### config.mk
export PLATFORM = sky130hd
export DESIGN_NAME = rst_button_hold_monitor
export DESIGN_NICKNAME = d
export VERILOG_FILES = /design/src/rtl/rst_button_hold_monitor.sv
export SDC_FILE = /design/constraint.sdc
export NUM_CORES = 1
export LEC_CHECK = 0
export BUFFER_PORTS_ARGS = -buffer_cell sky130_fd_sc_hd__buf_2
export CAP_MARGIN = 25
export CORE_MARGIN = 2
export CORE_UTILIZATION = 40
export CTS_CLUSTER_DIAMETER = 40
export DETAILED_ROUTE_END_ITERATION = 12
export PLACE_DENSITY_LB_ADDON = 0.08
export SLEW_MARGIN = 10
export SYNTH_ARGS = -nofsm -noshare
export SYNTH_HDL_FRONTEND = slang
export SYNTH_SLANG_ARGS = --single-unit
### constraint.sdc
create_clock -name MCLKi -period 2.4 [get_ports MCLKi]
set_input_delay 0.36 -clock MCLKi [delete_from_list [all_inputs] [get_ports MCLKi]]
set_output_delay 0.36 -clock MCLKi [all_outputs]
set_load 0.02 [all_outputs]
### src/rtl/rst_button_hold_monitor.sv
// Front-panel reset button monitor: synchronizes and debounces the button, times the hold on
// the 32 kHz tick, and issues a fixed-width active-low reset request after a long press.
module rst_button_hold_monitor #(
    parameter int SYNC_STAGES    = 2,
    parameter int DEBOUNCE_TICKS = 16,
    parameter int HOLD_TICKS     = 131072,
    parameter int PULSE_TICKS    = 512
) (
    input  logic MCLKi,
    input  logic SysReset,
    input  logic Tick32K,
    input  logic RstBtn_N,
    input  logic FM_PS_EN,
    output logic BtnDebounced,
    output logic ShortPress,
    output logic LongPress,
    output logic ResetOut_ox
);

    localparam int DEB_W   = $clog2(DEBOUNCE_TICKS + 1);
    localparam int HOLD_W  = $clog2(HOLD_TICKS + 1);
    localparam int PULSE_W = $clog2(PULSE_TICKS + 1);

    typedef enum logic [1:0] {
        IDLE,
        HOLD,
        FIRE,
        WAIT_REL
    } state_t;

    logic [SYNC_STAGES-1:0] sync_q;
    logic                   btn_s;
    logic [DEB_W-1:0]       deb_cnt_q;

    state_t                 state_q, state_d;
    logic [HOLD_W-1:0]      hold_cnt_q, hold_cnt_d;
    logic [PULSE_W-1:0]     pulse_cnt_q, pulse_cnt_d;
    logic                   short_press;

    // Synchronizer presets to "released" so a reset never looks like a press.
    // NOTE: sequential state uses non-blocking assignments so every flop samples pre-edge values.
    always_ff @(posedge MCLKi) begin
        if (SysReset) begin
            sync_q <= '1;
        end else begin
            sync_q <= {sync_q[SYNC_STAGES-2:0], RstBtn_N};
        end
    end

    assign btn_s = ~sync_q[SYNC_STAGES-1];

    always_ff @(posedge MCLKi) begin
        if (SysReset) begin
            deb_cnt_q    <= '0;
            BtnDebounced <= 1'b0;
        end else if (btn_s == BtnDebounced) begin
            deb_cnt_q <= '0;
        end else if (deb_cnt_q == DEB_W'(DEBOUNCE_TICKS)) begin
            BtnDebounced <= btn_s;
            deb_cnt_q    <= '0;
        end else if (Tick32K) begin
            deb_cnt_q <= deb_cnt_q + DEB_W'(1);
        end
    end

    always_ff @(posedge MCLKi) begin
        if (SysReset) begin
            state_q     <= IDLE;
            hold_cnt_q  <= '0;
            pulse_cnt_q <= '0;
        end else begin
            state_q     <= state_d;
            hold_cnt_q  <= hold_cnt_d;
            pulse_cnt_q <= pulse_cnt_d;
        end
    end

    // NOTE: every signal driven here gets a default first, so no path leaves one unassigned (no latch).
    always_comb begin
        state_d     = state_q;
        hold_cnt_d  = hold_cnt_q;
        pulse_cnt_d = pulse_cnt_q;
        short_press = 1'b0;

        case (state_q)
            IDLE: begin
                hold_cnt_d  = '0;
                pulse_cnt_d = '0;
                if (BtnDebounced) begin
                    state_d = HOLD;
                end
            end
            HOLD: begin
                // Threshold is tested before release so a coincident release still fires.
                if (hold_cnt_q == HOLD_W'(HOLD_TICKS)) begin
                    state_d     = FIRE;
                    pulse_cnt_d = '0;
                end else if (!BtnDebounced) begin
                    short_press = 1'b1;
                    state_d     = IDLE;
                    hold_cnt_d  = '0;
                end else if (Tick32K) begin
                    hold_cnt_d = hold_cnt_q + HOLD_W'(1);
                end
            end
            FIRE: begin
                if (pulse_cnt_q == PULSE_W'(PULSE_TICKS)) begin
                    state_d = WAIT_REL;
                end else if (Tick32K) begin
                    pulse_cnt_d = pulse_cnt_q + PULSE_W'(1);
                end
            end
            WAIT_REL: begin
                if (!BtnDebounced) begin
                    state_d     = IDLE;
                    hold_cnt_d  = '0;
                    pulse_cnt_d = '0;
                end
            end
            default: begin
                state_d = IDLE;
            end
        endcase

        if (!FM_PS_EN) begin
            state_d     = IDLE;
            hold_cnt_d  = '0;
            pulse_cnt_d = '0;
            short_press = 1'b0;
        end
    end

    // Outputs are gated by FM_PS_EN combinationally so a power-off releases the request at once.
    assign ShortPress  = short_press;
    assign LongPress   = FM_PS_EN && ((state_q == FIRE) || (state_q == WAIT_REL));
    assign ResetOut_ox = !(FM_PS_EN && (state_q == FIRE));

endmodule
==> summary.md <==
| Metric | Value |
|---|---|
| Result of the run | finished, final reports clean |
| Hold crit path type | input pin to flop |
| Accumulated negative setup slack | 0 ns |
| Startpoint Class | flop |
| Final routed wire length divided by cell count | 14.6 microns |
| Wire length of the first global-routing pass | 9280 microns |
| Syn avg cell area | 7.86 sq um |
| Clock tree from TritonCTS | done |
| Global-route usage over all layers | 18.9% |
| Sequential element share of the synthesized area | 34.4% |
| Effective utilization at floorplan | 40.9% |
| Switching power | 0.245 mW |
| Logic pwr share | 2.9% |
| Via Count | 2043 |
| Sequential cell area | 761 sq um |
| Pin slew with the least headroom to its limit | 0.650 ns |
| Wire length reported by the detailed router | 5310 microns |
| Total number of yosys warnings | 0 |
| DR DRC count | 0 |
| Worst max-slew margin expressed relative to the limit | 56.3% |
| Post-CTS clock slew at the launch and capture registers of the worst setup and hold paths | 0.07 ns |
| RSZ-0062 raised after global routing | false |
| Number of placed I/O pins | 9 |
| Mapped Nets | 297 |
| Maximum fanout along the worst path | 9 |
| Fraction of registers with async set or reset after synthesis | 0% |
| Final #Nets | 308 |
| Instance count after placement with tap cells included | 356 |
| GPL Wtd Cong | 0.747 |
| Number of cell rows | 27 |
| Antenna-violating nets left | 0 |
| Switching fraction of total power | 22.6% |
| Hold Fails Final Rpt | 0 |
| Cell area after placement | 2360 sq um |
| Post-CTS Hold Buffers | 0 |
| Placed wire-length estimate | 3720 microns |
| Number of distinct standard cells referenced by the synthesized netlist | 46 |
| Multi-input combinational cell area | 1350 sq um |
| Fill count | 562 |
| Clock net sink count | 38 |
| Endpoint class of the critical path | output port |
| Met1 track demand over resource in global routing | 26.1% |
| Global-route congestion overflow total | 0 |
| Total CTS buffers | 5 |
| Setup violators final | 0 |
| Pre-Repair DR Iteration Count | 4 |
| Req. time, crit path | 2.04 ns |
| Most used DFF post-synth | sky130_fd_sc_hd__dfxtp_1 |
| Horiz. Die Dim | 78.3 microns |
| Synth top area cells | sky130_fd_sc_hd__dfxtp_1, sky130_fd_sc_hd__a21oi_1, sky130_fd_sc_hd__ha_1 |
| Count of state elements after synthesis | 38 |
| WP data arrival | 1.87 ns |
| Synth top area share | 34.4% |
| Maximum number of pins on one net before global-route repair | 17 |
| Violation count after the first detailed-route iteration | 68 |
| Area growth syn-to-layout | 11.2% |
| Bufs on Longest Clock Path | 2 |
| Area of the mapped netlist | 2210 sq um |
| Max IR drop VDD | 0.000274 V |
| Util after Layout | 45.4% |
| Via-to-Cell Ratio | 5.61 |
| Max cap viols | 0 |
| Worst setup path category | flop to output port |
| Static power due to leakage | 0.789 nW |
| Post-Layout Cell Count | 364 |
| Final clock period utilization by the worst path | 92.8% |
| Number of standard cells after synthesis | 281 |
| Number of global-route vias before repair | 1906 |
| Count of final max-slew check failures | 0 |
| Worst setup skew after layout | 0.00802 ns |
| Total power per unit cell area | 441 nW/um^2 |
| Design Area, Final | 2450 sq um |
| Clk network pwr share | 38.6% |
| Area leader, netlist | sky130_fd_sc_hd__dfxtp_1 |
| Worst-Skew Late Latency | 0.29 ns |
| Global-route track usage on met3 | 3.79% |
| Clock root cell | sky130_fd_sc_hd__clkbuf_8 |
| Fraction of final layout cells sized beyond drive strength 1 | 12.0% |
| H-tree levels | 2 |
| EDFF count, synth | 0 |
| Cell internal pwr | 0.837 mW |
| Die area | 6130 sq um |
| Antenna violations before repair | 0 |
| Port buffer count | 8 |
| Most heavily used metal layer in global routing | met2 |
| Placeable core region | 5410 sq um |
| Time the final worst path needs with I/O delays and setup | 2.23 ns |
| Achievable frequency | 449 MHz |
| Met2 demand-to-capacity share in global routing | 30.1% |
| Die extent in y | 78.3 microns |
| Share of total power in sequential cells | 58.5% |
| Antenna Diode Count | 0 |
kinds of logic after synthesis:
| group | share of synthesized area (%) |
|---|---|
| fa+ha+maj | 6.23 |
| flops | 34.4 |
| buf+inv | 4.65 |
| mux | 0.453 |
| xor+xnor | 1.98 |
| simple gates | 30.3 |
| compound gates | 22.0 |
cells in the final DEF, fill, tap and decap left out, types with 5 or more instances in the layout:
cell and count:
sky130_fd_sc_hd__dfxtp_1 38, sky130_fd_sc_hd__nand2_1 32, sky130_fd_sc_hd__a21oi_1 30, sky130_fd_sc_hd__nand3_1 15, sky130_fd_sc_hd__nor2_1 15, sky130_fd_sc_hd__o21ai_0 14, sky130_fd_sc_hd__buf_4 13, sky130_fd_sc_hd__or3_1 11
sky130_fd_sc_hd__ha_1 11, sky130_fd_sc_hd__inv_1 10, sky130_fd_sc_hd__o22ai_1 8, sky130_fd_sc_hd__buf_2 8, sky130_fd_sc_hd__a31oi_1 7, sky130_fd_sc_hd__nand4_1 7, sky130_fd_sc_hd__clkbuf_8 5
power groups by stage:
stage	Combinational, mW	Sequential [mW]	Clock, mW
final	0.0311	0.633	0.418
after global routing	0.0344	0.633	0.466
after CTS	0.0313	0.633	0.437
after detailed placement	0.0312	0.648	0
after global placement	0.0313	0.648	0
after floorplan	0.0182	0.647	0
Yosys cell counts, types with 7 or more instances:
library cell,instances
sky130_fd_sc_hd__dfxtp_1,38
sky130_fd_sc_hd__nand2_1,32
sky130_fd_sc_hd__clkbuf_1,16
sky130_fd_sc_hd__a21oi_1,30
sky130_fd_sc_hd__o22ai_1,8
sky130_fd_sc_hd__nand4_1,7
sky130_fd_sc_hd__a31oi_1,7
sky130_fd_sc_hd__nand3_1,15
sky130_fd_sc_hd__ha_1,11
sky130_fd_sc_hd__nor2_1,15
sky130_fd_sc_hd__o21ai_0,14
sky130_fd_sc_hd__inv_1,10
sky130_fd_sc_hd__or3_1,11
final timing paths:
| check | from | end | slack [ns] | cells past startpoint |
|---|---|---|---|---|
| hold / removal | RstBtn_N | sync_q[0] | 0.25 | 2 |
| setup reg to reg | hold_cnt_q[9] | pulse_cnt_q[2] | 0.26 | 6 |
| setup / recovery | hold_cnt_q[9] | ShortPress | 0.17 | 5 |
| hold reg to reg | sync_q[0] | sync_q[1] | 0.42 | 1 |
registers in the layout (all words and copies together) (netlist names):
register,flops
sync_q,2
hold_cnt_q,18
state_q,2
BtnDebounced,1
deb_cnt_q,5
pulse_cnt_q,10
metrics by stage:
stage          setup WS (ns)  power (mW)  hold slack, ns
6_report               0.174        1.08           0.251
3_5_place_dp           0.177       0.679           0.399
3_3_place_gp           0.185       0.679           0.397
4_1_cts                0.169        1.10           0.242
5_1_grt               0.0358        1.13           0.239
2_1_floorplan          0.355       0.666           0.389
repair_timing:
item	CTS	global route
setup endpoints to repair	1	2
resized for setup	0	1
cloned	0	0
pin swaps	1	0
hold endpoints to repair	0	0
buffers inserted	1	0
per-layer routing:
metal | wire length [microns] | vias to the layer above
met4 | 44 | 0
met1 | 2610 | 931
met5 | 0 | -
met3 | 303 | 5
li1 | - | 1059
met2 | 2350 | 48
critical path, stage by stage (launching register included):
cell	delay, ns
sky130_fd_sc_hd__dfxtp_1	0.39
sky130_fd_sc_hd__or3_1	0.44
sky130_fd_sc_hd__nor4_4	0.26
sky130_fd_sc_hd__nand2_1	0.11
sky130_fd_sc_hd__and4b_1	0.22
sky130_fd_sc_hd__buf_2	0.16
cell type report:
class | instances | share of cell area [%]
Clock buffer | 5 | 2.80
Timing Repair Buffer | 21 | 5.61
Inverter | 10 | 1.53
Sequential cell | 38 | 31.0
Multi-Input combinational cell | 216 | 55.0
Tap cell | 72 | 3.67
Clock inverter | 2 | 0.408
Note: power is estimated with default switching activity, not from simulation.
